===== src/rtl/uart_pkg.sv =====
// Shared UART definitions: receiver state encoding, default line parameters
// and 8N1 frame constants used by both uart_recv and uart_send.
package uart_pkg;

    localparam int DEF_CLK_FREQ  = 100_000_000;
    localparam int DEF_BAUD_RATE = 9600;

    localparam int   DATA_BITS  = 8;
    localparam logic STOP_LEVEL = 1'b1;

    typedef enum logic [2:0] {
        IDLE      = 3'd0,
        START     = 3'd1,
        DATA      = 3'd2,
        STOP      = 3'd3,
        WAIT_IDLE = 3'd4
    } rx_state_t;

endpackage


===== src/rtl/uart_sync2.sv =====
// Two-flop synchroniser for an asynchronous single-bit input; the reset value
// is a parameter so the output starts at the line's idle level.
module uart_sync2 #(
    parameter logic RST_VAL = 1'b1
) (
    input  logic clk,
    input  logic rst,
    input  logic d,
    output logic q
);

    logic meta_r;
    logic sync_r;

    // Two-stage capture of the asynchronous input
    always_ff @(posedge clk) begin
        if (rst) begin
            meta_r <= RST_VAL;
            sync_r <= RST_VAL;
        end else begin
            meta_r <= d;
            sync_r <= meta_r;
        end
    end

    assign q = sync_r;

endmodule


===== src/rtl/uart_recv.sv =====
// 8N1 UART receiver: synchronises din, rejects short start glitches, samples
// each bit at its midpoint and strobes valid or frame_err once per frame.
module uart_recv
    import uart_pkg::*;
#(
    parameter int CLK_FREQ  = DEF_CLK_FREQ,
    parameter int BAUD_RATE = DEF_BAUD_RATE
) (
    input  logic                 clk,
    input  logic                 rst,
    input  logic                 din,
    output logic                 valid,
    output logic [DATA_BITS-1:0] data,
    output logic                 frame_err
);

    localparam int CLKS_PER_BIT = CLK_FREQ / BAUD_RATE;
    localparam int CNT_W        = $clog2(CLKS_PER_BIT + 1);
    localparam int IDX_W        = $clog2(DATA_BITS);

    localparam logic [CNT_W-1:0] BIT_LAST  = CNT_W'(CLKS_PER_BIT - 1);
    localparam logic [CNT_W-1:0] HALF_LAST = CNT_W'(CLKS_PER_BIT / 2 - 1);
    localparam logic [IDX_W-1:0] IDX_LAST  = IDX_W'(DATA_BITS - 1);

    generate
        if (CLKS_PER_BIT < 4) begin : g_bad_rate
            $error("uart_recv: CLKS_PER_BIT must be >= 4");
        end
    endgenerate

    rx_state_t            state_r;
    rx_state_t            state_nxt_s;
    logic                 rxd_s;
    logic [CNT_W-1:0]     cnt_r;
    logic [IDX_W-1:0]     idx_r;
    logic [DATA_BITS-1:0] shift_r;
    logic [DATA_BITS-1:0] data_r;
    logic                 valid_r;
    logic                 ferr_r;
    logic                 bit_done_s;
    logic                 half_done_s;
    logic                 cnt_clr_s;
    logic                 idx_clr_s;
    logic                 shift_en_s;
    logic                 valid_set_s;
    logic                 ferr_set_s;

    uart_sync2 #(.RST_VAL(1'b1)) u_sync (
        .clk (clk),
        .rst (rst),
        .d   (din),
        .q   (rxd_s)
    );

    assign bit_done_s  = (cnt_r == BIT_LAST);
    assign half_done_s = (cnt_r == HALF_LAST);

    // State register
    always_ff @(posedge clk) begin
        if (rst) begin
            state_r <= IDLE;
        end else begin
            state_r <= state_nxt_s;
        end
    end

    // Next-state decode
    always_comb begin
        state_nxt_s = state_r;
        case (state_r)
            IDLE: begin
                if (rxd_s == 1'b0) state_nxt_s = START;
                else               state_nxt_s = IDLE;
            end
            START: begin
                if (!half_done_s)       state_nxt_s = START;
                else if (rxd_s == 1'b1) state_nxt_s = IDLE;
                else                    state_nxt_s = DATA;
            end
            DATA: begin
                if (bit_done_s && idx_r == IDX_LAST) state_nxt_s = STOP;
                else                                  state_nxt_s = DATA;
            end
            STOP: begin
                if (!bit_done_s)               state_nxt_s = STOP;
                else if (rxd_s == STOP_LEVEL)  state_nxt_s = IDLE;
                else                           state_nxt_s = WAIT_IDLE;
            end
            WAIT_IDLE: begin
                // A held-low break must end before a new start edge is accepted
                if (rxd_s == 1'b1) state_nxt_s = IDLE;
                else               state_nxt_s = WAIT_IDLE;
            end
            default: state_nxt_s = IDLE;
        endcase
    end

    // Datapath control decode
    always_comb begin
        cnt_clr_s   = 1'b0;
        idx_clr_s   = 1'b0;
        shift_en_s  = 1'b0;
        valid_set_s = 1'b0;
        ferr_set_s  = 1'b0;
        case (state_r)
            IDLE:      cnt_clr_s = 1'b1;
            START: begin
                if (half_done_s) begin
                    cnt_clr_s = 1'b1;
                    idx_clr_s = 1'b1;
                end else begin
                    cnt_clr_s = 1'b0;
                end
            end
            DATA: begin
                if (bit_done_s) begin
                    cnt_clr_s  = 1'b1;
                    shift_en_s = 1'b1;
                end else begin
                    cnt_clr_s = 1'b0;
                end
            end
            STOP: begin
                if (bit_done_s) begin
                    cnt_clr_s   = 1'b1;
                    valid_set_s = (rxd_s == STOP_LEVEL);
                    ferr_set_s  = (rxd_s != STOP_LEVEL);
                end else begin
                    cnt_clr_s = 1'b0;
                end
            end
            WAIT_IDLE: cnt_clr_s = 1'b1;
            default:   cnt_clr_s = 1'b1;
        endcase
    end

    // Baud counter, bit index, shift register and registered outputs
    always_ff @(posedge clk) begin
        if (rst) begin
            cnt_r   <= '0;
            idx_r   <= '0;
            shift_r <= '0;
            data_r  <= '0;
            valid_r <= 1'b0;
            ferr_r  <= 1'b0;
        end else begin
            if (cnt_clr_s) cnt_r <= '0;
            else           cnt_r <= cnt_r + CNT_W'(1);

            if (idx_clr_s)       idx_r <= '0;
            else if (shift_en_s) idx_r <= idx_r + IDX_W'(1);

            // LSB arrives first, so shift right and insert at the top
            if (shift_en_s) shift_r <= {rxd_s, shift_r[DATA_BITS-1:1]};

            if (valid_set_s) data_r <= shift_r;

            valid_r <= valid_set_s;
            ferr_r  <= ferr_set_s;
        end
    end

    assign valid     = valid_r;
    assign data      = data_r;
    assign frame_err = ferr_r;

endmodule


===== config.mk =====
export PLATFORM = sky130hd
export DESIGN_NAME = uart_recv
export DESIGN_NICKNAME = d
export VERILOG_FILES = /design/src/rtl/uart_pkg.sv /design/src/rtl/uart_sync2.sv /design/src/rtl/uart_recv.sv
export SDC_FILE = /design/constraint.sdc
export NUM_CORES = 1
export LEC_CHECK = 0
export ABC_AREA = 1
export BUFFER_PORTS_ARGS = -buffer_cell sky130_fd_sc_hd__clkbuf_2
export CAP_MARGIN = 15
export CORE_MARGIN = 2
export CORE_UTILIZATION = 55
export DETAILED_ROUTE_END_ITERATION = 8
export PLACE_DENSITY = 0.71
export SLEW_MARGIN = 5
export SYNTH_ARGS = -nofsm -noshare
export SYNTH_HDL_FRONTEND = slang
export SYNTH_HIERARCHICAL = 1
export SYNTH_SLANG_ARGS = --single-unit

===== constraint.sdc =====
create_clock -name clk -period 4.1 [get_ports clk]
set_clock_uncertainty 0.05 [all_clocks]
set_input_delay 0.205 -clock clk [delete_from_list [all_inputs] [get_ports clk]]
set_output_delay 0.205 -clock clk [all_outputs]
set_load 0.05 [all_outputs]

==> results.json <==
{
  "cp-startpoint": "cnt_r[0]$_SDFF_PP0_",
  "reg2reg_depth": 8,
  "cts_root_buffer": "clkbuf_4",
  "cts_tree": "yes",
  "clock_latency_ns": 0.35,
  "clkTransAtPathRegs_ns": 0.13,
  "period_needed_ns": 1.831,
  "crit_path_end_kind": "register",
  "io_buffers": 12,
  "fin_crit_sh_pct": 44.65,
  "grt_pass1_wl_um": 6223,
  "initial_utilization_pct": 57.73,
  "syn_avg_cell_area_um2": 7.221,
  "clockBufferDepth": 2,
  "syn_nets": 277,
  "min_path_cells": 2,
  "vias": 1626,
  "cp.arrival_ns": 2.00,
  "dpl.hpwl_um": 2521,
  "seq_area_frac_synth_pct": 40.92,
  "setup_tns_ns": 0,
  "wirelength_um": 3448,
  "grt_max_degree": 15,
  "n_antenna_cell": 0,
  "status": "completed",
  "p_per_area_mw_per_mm2": 324.8,
  "area_growth_pct": 7.481,
  "track_usage_pct": 19.22,
  "die_x_um": 63.65,
  "drt_first_pass_iters": 4,
  "final_nets": 290,
  "fmax_mhz": 546.2,
  "drc": 0,
  "worstMarginPinSlew_ns": 0.3962,
  "cts_max_level": 2,
  "fin_util_pct": 62.05,
  "start_kind": "register",
  "cts_sinks": 40,
  "hold_class": "input pin to register",
  "vdd_ir_drop_max_mv": 0.2421,
  "synth_area_leaders": "dfxtp_1, nor2_1, nand2_1",
  "cts_made_buffers": 5,
  "stdcell_area_mm2": 0.002103,
  "grt_antenna_before_repair": 0,
  "dieArea_mm2": 0.004051,
  "final_common_cell": "nor2_1",
  "drive_above_1_share_pct": 11.23,
  "drv_slew": 0,
  "yosysTopAreaCellShare_pct": 40.92,
  "cap_violations": 0,
  "wl_per_cell_um": 10.42,
  "hold_buffers": 1,
  "grt_pass1_vias": 1432,
  "cts_resized": 0,
  "p_leak_nw": 0.8369,
  "slew_headroom_pct": 73.52,
  "synth_cell_types": 30,
  "synth_area_mm2": 0.001957,
  "rows": 21,
  "final_cell_mix": "nor2_1, nand2_1, dfxtp_1",
  "yosysTopAreaCell": "dfxtp_1",
  "overflow": 0,
  "post_cts_buffers": 0,
  "hold_viol": 0,
  "crit_type": "register to register",
  "io_pins": 13,
  "layout.cells.non_filler": 331,
  "required_ns": 4.27,
  "grt_setup_unrepaired": "no",
  "placedCellCount": 322,
  "fp.coreArea_mm2": 0.003390,
  "vias_per_cell": 4.912,
  "synth-seq-cells": 40,
  "antenna_left": 0,
  "syn_inst": 271,
  "die_h_um": 63.65,
  "r2r_start": "cnt_r[0]$_SDFF_PP0_",
  "postPlaceCellArea_mm2": 0.002003,
  "worstPathMaxFanout": 14,
  "routabilityCongestion": 0.8345,
  "yosysWarnings": 6,
  "min_from": "rst",
  "setup_viol": 0,
  "drtIter0Drc": 104
}
==> worst max-delay path: stages, from the launching register on <==
cell and delay, ns:
dfxtp_1 0.37, ha_1 0.28, nand3_4 0.13, clkinv_2 0.08
nand3_2 0.08, nor2_4 0.30, nand2_2 0.08, nand4_2 0.26
nor2_1 0.09
==> through the flow <==
step           setup WS [ns]  hold WS (ns)  power, mW
2_1_floorplan          2.599        0.2318     0.4135
3_3_place_gp           2.338        0.3270     0.4159
3_5_place_dp           2.273        0.3311     0.4159
4_1_cts                2.252        0.1507     0.6881
5_1_grt                2.066        0.1636     0.7079
6_report               2.269        0.1730     0.6831
==> cells by family (layout without fill, tap and decap cells) <==
kind of cell / after synthesis / count (layout) / synth area share (%)
simple gates: 152 / 152 / 36.00
fa+ha+maj: 3 / 3 / 1.918
compound gates: 17 / 17 / 4.476
xor+xnor: 11 / 11 / 4.923
buf+inv: 48 / 62 / 11.76
flops: 40 / 40 / 40.92
==> where the power goes <==
part	internal (mW)	switching, mW
registers	0.390	0.00202
clock network	0.146	0.129
logic	0.00487	0.0109
total	0.541	0.142
==> layout make-up <==
class | count | area (um2)
fillers | 331 | 1286
clock inverters | 2 | 38.79
clock buffers | 6 | 51.30
multi-input cells | 183 | 925.9
well taps | 46 | 57.56
flip-flops and latches | 40 | 800.8
repair buffers | 14 | 77.57
inverters | 40 | 151.4
==> cell usage after synthesis, drive strengths merged <==
cell type    instances
o21ai                2
a21oi               14
o21bai               1
inv                 38
clkinv               2
nand3               21
dlygate4sd1          1
buf                  4
nor2                58
nor3                 5
ha                   3
or2                  1
dfxtp               40
xnor2                4
nand4               14
clkbuf               3
xor2                 7
nand2               51
nand3b               2
==> registers in the layout, indices dropped and copies added, names as in the netlist, 3 cells and up <==
register and count:
data 8, cnt_r 14, state_r 3, idx_r 3, shift_r 8
==> metal layers <==
layer	part of all wire, %	track usage, %	up-vias
met2	39	27.76	37
met1	55	28.06	709
met5	0	0	-
li1	-	-	875
met3	4.1	4.286	5
met4	1.4	6.522	0
==> final timing paths <==
path / end / slack [ns]
setup / recovery: cnt_r[11]$_SDFF_PP0_ / 2.27
hold / removal: shift_r[7]$_SDFFE_PP0P_ / 0.17
setup reg to reg: cnt_r[11]$_SDFF_PP0_ / 2.27
hold reg to reg: u_sync/q$_SDFF_PP1_ / 0.37
(Power assumes the default switching activity.)
